===== src/rtl/fifo_pkg.sv =====
// Shared async-FIFO helpers: default pointer width, depth, Gray decode and
// the "opposite wrap" compare used by the full flag.
package fifo_pkg;

    localparam int FIFO_N = 9;

    function automatic int fifo_depth(input int n);
        return 1 << (n - 1);
    endfunction

    // Works on a zero-extended 32-bit value so any N up to 32 can use it.
    function automatic logic [31:0] g2b(input logic [31:0] g);
        logic [31:0] b;
        b[31] = g[31];
        for (int i = 30; i >= 0; i--) b[i] = b[i + 1] ^ g[i];
        return b;
    endfunction

    // The write pointer equals this when it is exactly one lap ahead of the reader.
    function automatic logic [31:0] full_cmp(input logic [31:0] g, input int n);
        return g ^ (32'd3 << (n - 2));
    endfunction

endpackage


===== src/rtl/b2g.sv =====
// Binary to Gray code converter.
module b2g #(
    parameter int N = 9
) (
    input  logic [N-1:0] bin,
    output logic [N-1:0] gray
);
    assign gray = bin ^ (bin >> 1);
endmodule


===== src/rtl/fifo_wptr_full.sv =====
// Write-side pointer/flag controller of the async FIFO: binary and Gray write
// pointer, read-pointer synchroniser, registered full / almost-full / overflow.
module fifo_wptr_full
    import fifo_pkg::*;
#(
    parameter int N           = FIFO_N,
    parameter int AF_LEVEL    = fifo_depth(N) - 4,
    parameter int SYNC_STAGES = 2
) (
    input  logic         clk,
    input  logic         rst,
    input  logic         winc,
    input  logic [N-1:0] rptr_gray,
    output logic         wen,
    output logic [N-2:0] waddr,
    output logic [N-1:0] wptr_gray,
    output logic         wfull,
    output logic         wafull,
    output logic         wovf
);
    localparam logic [N:0] AF_LVL = (N+1)'(AF_LEVEL);

    logic [N-1:0] wbin_q, wbin_d;
    logic [N-1:0] wptr_gray_q, wptr_gray_d;
    logic         wfull_q, wfull_d;
    logic         wafull_q, wafull_d;
    logic         wovf_q, wovf_d;
    logic [N-1:0] rq_q [SYNC_STAGES];
    logic [N-1:0] rq_d [SYNC_STAGES];
    logic [N-1:0] rq2, rbin, level;

    // Plain flop chain, nothing combinational between stages.
    for (genvar k = 0; k < SYNC_STAGES; k++) begin : g_sync
        if (k == 0) begin : g_first
            assign rq_d[k] = rptr_gray;
        end else begin : g_next
            assign rq_d[k] = rq_q[k-1];
        end
    end

    assign rq2 = rq_q[SYNC_STAGES-1];
    assign wen = winc & ~wfull_q;

    b2g #(.N(N)) u_b2g (
        .bin  (wbin_d),
        .gray (wptr_gray_d)
    );

    always_comb begin
        wbin_d   = wbin_q + {{(N-1){1'b0}}, wen};
        rbin     = N'(g2b(32'(rq2)));
        level    = wbin_d - rbin;
        wfull_d  = (wptr_gray_d == N'(full_cmp(32'(rq2), N)));
        wafull_d = ({1'b0, level} >= AF_LVL);
        wovf_d   = winc & wfull_q;
    end

    always_ff @(posedge clk) begin
        if (rst) begin
            wbin_q      <= '0;
            wptr_gray_q <= '0;
            wfull_q     <= 1'b0;
            wafull_q    <= 1'b0;
            wovf_q      <= 1'b0;
            for (int k = 0; k < SYNC_STAGES; k++) rq_q[k] <= '0;
        end else begin
            wbin_q      <= wbin_d;
            wptr_gray_q <= wptr_gray_d;
            wfull_q     <= wfull_d;
            wafull_q    <= wafull_d;
            wovf_q      <= wovf_d;
            for (int k = 0; k < SYNC_STAGES; k++) rq_q[k] <= rq_d[k];
        end
    end

    assign waddr     = wbin_q[N-2:0];
    assign wptr_gray = wptr_gray_q;
    assign wfull     = wfull_q;
    assign wafull    = wafull_q;
    assign wovf      = wovf_q;

endmodule

===== config.mk =====
export PLATFORM = sky130hd
export DESIGN_NAME = fifo_wptr_full
export DESIGN_NICKNAME = d
export VERILOG_FILES = /design/src/rtl/fifo_pkg.sv /design/src/rtl/b2g.sv /design/src/rtl/fifo_wptr_full.sv
export SDC_FILE = /design/constraint.sdc
export NUM_CORES = 1
export LEC_CHECK = 0
export BUFFER_PORTS_ARGS = -buffer_cell sky130_fd_sc_hd__buf_2
export CORE_MARGIN = 3
export CORE_UTILIZATION = 59
export CTS_CLUSTER_SIZE = 8
export DETAILED_ROUTE_END_ITERATION = 12
export PLACE_DENSITY_LB_ADDON = 0.15
export SLEW_MARGIN = 15
export SYNTH_ARGS = -nofsm -noshare
export SYNTH_HDL_FRONTEND = slang
export SYNTH_HIERARCHICAL = 1
export SYNTH_SLANG_ARGS = --single-unit

===== constraint.sdc =====
create_clock -name clk -period 8.42 [get_ports clk]
set_input_delay 0.421 -clock clk [delete_from_list [all_inputs] [get_ports clk]]
set_output_delay 0.421 -clock clk [all_outputs]
set_load 0.02 [all_outputs]

==> results of run 1 <==
placed cells by master, fill, tap and decap left out, types with 4 or more instances in the layout:
cell type  netlist  routed
nor2b_1         35      35
nor2_1           6       6
ha_1            10      10
inv_1            5       5
xnor2_1         18      18
nand2_1          4       4
dfxtp_1         39      39
buf_2            0      32
nand3_1          4       4
xor2_2           4       4
clkbuf_4         0       5
xor2_1          18      18
power breakdown:
part           internal, mW  leakage, nW  switching (mW)
combinational        0.0353        0.602          0.0381
clock                0.0322       0.0282          0.0590
sequential            0.192        0.319         0.00375
total                 0.259        0.949           0.101
sequential cells by signal (all words and copies together), names as in the netlist:
register,cells
wptr_gray,9
wbin_q,9
rq_q,18
wfull,1
wafull,1
wovf,1
final timing paths:
kind                startpoint    endpoint  slack [ns]  cells after the start
setup / recovery   rq_q[0][17]      wafull        5.27                     14
hold / removal    rptr_gray[4]  rq_q[0][4]        0.26                      2
setup reg to reg   rq_q[0][17]      wafull        5.27                     14
hold reg to reg     rq_q[0][0]  rq_q[0][9]        0.44                      1
cell families after synthesis:
logic type | synth area share (%)
simple gates | 17.8
xor+xnor | 22.8
flops | 43.1
buf+inv | 5.59
fa+ha+maj | 8.01
compound gates | 2.69
stage by stage:
stage	cell area (µm²)	util [%]	hold WS, ns	setup WS [ns]	power [mW]
6_report	1980	70.1	0.263	5.27	0.360
3_3_place_gp	1930	68.2	0.421	5.49	0.270
3_5_place_dp	1930	68.2	0.423	5.28	0.273
4_1_cts	1980	70.1	0.258	5.25	0.364
2_1_floorplan	1810	-	0.414	5.59	0.260
5_1_grt	1980	70.1	0.257	5.03	0.382
area by class of cell:
| class | instances | area, µm² |
|---|---|---|
| inverters | 5 | 18.8 |
| repair buffers | 32 | 160 |
| clock buffers | 6 | 41.3 |
| multi-input cells | 118 | 930 |
| clock inverters | 2 | 12.5 |
| fillers | 237 | 847 |
| well taps | 31 | 38.8 |
| flip-flops and latches | 39 | 781 |
per-layer routing:
metal / global-route usage (%) / wire length [µm] / vias up
met5: 0 / 0 / -
met4: 10.0 / 70 / 0
met3: 7.13 / 172 / 5
met2: 28.4 / 1290 / 29
met1: 19.2 / 1210 / 503
li1: - / - / 589
==> flow_summary.yaml, run 1 <==
finish:
  drive_above_1_share_pct: 22.8
  synthToLayoutAreaGrowth_pct: 9.39
  diodes: 0
  layout.cells.non_filler: 233
  layout.nets: 224
logic_synthesis:
  synth_top_cell_area_share_pct: 43.1
  ys_warn_count: 6
  async_reset_ff_share_pct: 0
  ys_top_cells_by_area: "dfxtp_1 (43%), nor2b_1 (12%), xnor2_1 (8.7%)"
  ys_seq_elements: 39
  synthFlopType: "dfxtp_1"
  synth_common_cells: "dfxtp_1 (39), nor2b_1 (35), xnor2_1 (18), xor2_1 (18), ha_1 (10)"
  syn-num-nets: 198
  syn_area_um2: 1810
  yosys.cell_types.count: 23
  seq_area_frac_synth_pct: 43.1
  synth_edf_count: 0
  avgSynthCellArea_um2: 10.4
  synthMostInstantiatedCell: "dfxtp_1"
  netlist_instances: 175
  synth_top_cell_by_area: "dfxtp_1"
floorplanning:
  dieHeight_um: 61.4
  rows: 19
  die_area_um2: 3770
  core-area_um2: 2830
  die_w_um: 61.4
  io_pins: 33
  start_util_pct: 64.0
setup_path:
  cp.arrival_ns: 3.37
  worstPathRequired_ns: 8.63
  cp_num_buf_inv: 0
  path_max_fanout: 4
  cp_slowest_cell: "dfxtp_1"
  max_stage_delay_ns: 0.44
  worst_setup_path_end_kind: "flip-flop"
  cp_top_family: "XOR/XNOR gates"
  worstSetupPathType: "flip-flop to flip-flop"
  cp_common_cell: "xor2_2"
  cp-start-kind: "flip-flop"
  crit_chain: "xnor2_2 > xor2_2 > xnor2_2 > xor2_2 > xor2_2 > xnor2_1 > ha_1 > fa_1 > nor2b_1 > o21a_1 > o21ai_0 > a21oi_1 > xnor2_1 > a21oi_1"
place:
  hpwlAfterDp_um: 2100
  io_buffers: 32
  gp_congestion: 0.815
  dp_cells: 225
timing:
  tns_ns: 0
  finalCritPeriodShare_pct: 37.5
  setup_violations: 0
  slew_viol_final: 0
  relSlewSlack_pct: 57.4
  worst_slew_pin_slew_ns: 0.639
  rsz0062_at_grt: "false"
  finalHoldViolCount: 0
  finalCriticalPeriod_ns: 3.15
  finalClockSkew_ns: 0.0133
  fmax_mhz: 317
clocking:
  cts-resized-gates: 0
  cts_hold_buffers: 0
  insertion_delay_ns: 0.35
  cts_tree: "yes"
  cts_made_buffers: 5
  cts_buffer_depth: 2
  postCtsSetupBuffers: 0
  clock_sinks: 39
  cts_root_buf: "clkbuf_4"
  clkTransAtPathRegs_ns: 0.12
  cts_htree_levels: 2
job:
  maxCapViolations: 0
global_routing:
  grt_pass1_wl_um: 4530
  antenna_found_initial: 0
  grt.overflow.total: 0
  grt_pass1_vias: 1051
  grt_max_degree: 40
  grt.total_usage_pct: 17.4
hold_path:
  min_path_type: "input pin to flip-flop"
power:
  p_leak_nw: 0.949
  peakVddDrop_v: 0.000127
  power.density_nw_per_um2: 182
detailed_routing:
  ant_nets: 0
  wl_um: 2740
  wl_per_cell_um: 11.7
  remaining_drc_errors: 0
  dr.pass1.iters: 4
  vias: 1126
  via_per_inst: 4.83
  drtIter0Drc: 25
status:
  outcome: "finished, final reports clean"
Power figures use the tool's default switching activity.
==> run 2: changes to the inputs <==
- CORE_UTILIZATION: 59 -> 49
- clock period: 8.42 -> 2.8 ns (I/O delays scaled with it)
==> flow_summary.yaml, run 2 (same netlist as run 1, synthesis figures left out) <==
place:
  dp_cells: 250
  dpl_worst_slack_ns: -0.138
  hpwlAfterDp_um: 2210
  gp_congestion: 0.860
  io_buffers: 32
  dpl_cell_area_um2: 2030
setup_path:
  cp_top_family: "XOR/XNOR gates"
  reg2reg_slack_ns: 0.009
  cp_slowest_cell: "dfxtp_2"
  path_max_fanout: 2
  cp-start-kind: "flip-flop"
  worst_setup_path_end_kind: "flip-flop"
  worstSetupPathType: "flip-flop to flip-flop"
  cp.arrival_ns: 2.94
  crit_chain: "xnor2_4 > xor2_2 > xnor2_2 > xor2_2 > xor2_2 > xnor2_1 > ha_2 > fa_2 > nor2b_1 > o21a_1 > o21ai_1 > a21oi_2 > xnor2_1 > a21oi_1"
  cp_common_cell: "xor2_2"
  cp_num_buf_inv: 0
  max_stage_delay_ns: 0.35
  worstPathRequired_ns: 2.95
timing:
  finalCriticalPeriod_ns: 2.79
  fin_ws_ns: 0.00869
  relSlewSlack_pct: 56.7
  fmax_mhz: 358
  finalClockSkew_ns: 0.00406
  finalCritPeriodShare_pct: 99.7
  rsz0062_at_grt: "true"
  finalHoldViolCount: 0
  slew_viol_final: 0
  setup_violations: 0
  worst_slew_pin_slew_ns: 0.649
power:
  finalPower_mw: 1.33
  p_leak_nw: 1.06
  power.density_nw_per_um2: 598
  peakVddDrop_v: 0.000333
clocking:
  insertion_delay_ns: 0.29
  cts_hold_buffers: 0
  cts_tree: "yes"
  clock_sinks: 39
  clkTransAtPathRegs_ns: 0.07
  cts_buffer_depth: 2
  cts_htree_levels: 2
  cts_made_buffers: 5
  cts_root_buf: "clkbuf_8"
floorplanning:
  rows: 21
  dieHeight_um: 66.8
  die_area_um2: 4460
  io_pins: 33
  die_w_um: 66.8
  core-area_um2: 3440
  start_util_pct: 52.6
finish:
  synthToLayoutAreaGrowth_pct: 23.1
  diodes: 0
  final_core_util_pct: 64.8
  nFillCells: 289
  design_area_um2: 2230
  max_flop_register: "rq_q"
  drive_above_1_share_pct: 33.5
  largest_register_ffs: 18
  layout.cells.non_filler: 264
  layout.nets: 240
  final_cell_mix: "nor2b_1 (35), dfxtp_1 (35), buf_2 (32)"
status:
  outcome: "finished, final reports clean"
global_routing:
  grt.total_usage_pct: 15.1
  grt.overflow.total: 0
  grt_pass1_wl_um: 4910
  grt_max_degree: 40
  grt_pass1_vias: 1116
  antenna_found_initial: 0
detailed_routing:
  wl_per_cell_um: 11.1
  drtIter0Drc: 56
  wl_um: 2940
  remaining_drc_errors: 0
  via_per_inst: 4.61
  vias: 1217
  dr.pass1.iters: 4
  ant_nets: 0
hold_path:
  min_path_type: "input pin to flip-flop"
job:
  maxCapViolations: 0
## run 2: final timing paths
check          startpoint          end  depth (start not counted)
max           rq_q[0][17]       wafull                         14
max reg2reg   rq_q[0][17]       wafull                         14
min          rptr_gray[7]   rq_q[0][7]                          2
min reg2reg    rq_q[0][2]  rq_q[0][11]                          1
## run 2: timing repair
action / CTS / global route
pin swaps: 6 / 6
setup buffers: 4 / 2
resized for setup: 4 / 6
setup endpoints to repair: 1 / 2
## run 2: per-stage QoR
stage,TNS [ns],hold slack (ns)
6_report,0,0.0565
5_1_grt,-0.258,0.0463
4_1_cts,-0.0506,0.0493
3_5_place_dp,-0.138,0.353
3_3_place_gp,0,0.348
2_1_floorplan,0,0.263
## run 2: routing by layer
| metal | global-route usage (%) | vias up | share of wire (%) |
|---|---|---|---|
| met1 | 16.9 | 552 | 42 |
| met5 | 0 | - | 0 |
| met3 | 5.23 | 9 | 6.1 |
| li1 | - | 620 | - |
| met2 | 24.6 | 36 | 49 |
| met4 | 8.88 | 0 | 2.9 |
## run 2: cell type report
cell class | instances | area, µm² | area share [%]
repair buffers | 48 | 280 | 12.6
well taps | 46 | 57.6 | 2.58
flip-flops and latches | 39 | 786 | 35.2
clock inverters | 2 | 35.0 | 1.57
clock buffers | 6 | 82.6 | 3.70
multi-input cells | 118 | 970 | 43.5
inverters | 5 | 18.8 | 0.842
## run 2: power by group
group,leakage [nW],switching (mW),total [mW],internal (mW)
logic,0.682,0.130,0.275,0.146
clock network,0.0612,0.183,0.471,0.288
registers,0.321,0.0107,0.587,0.576
total,1.06,0.323,1.33,1.01
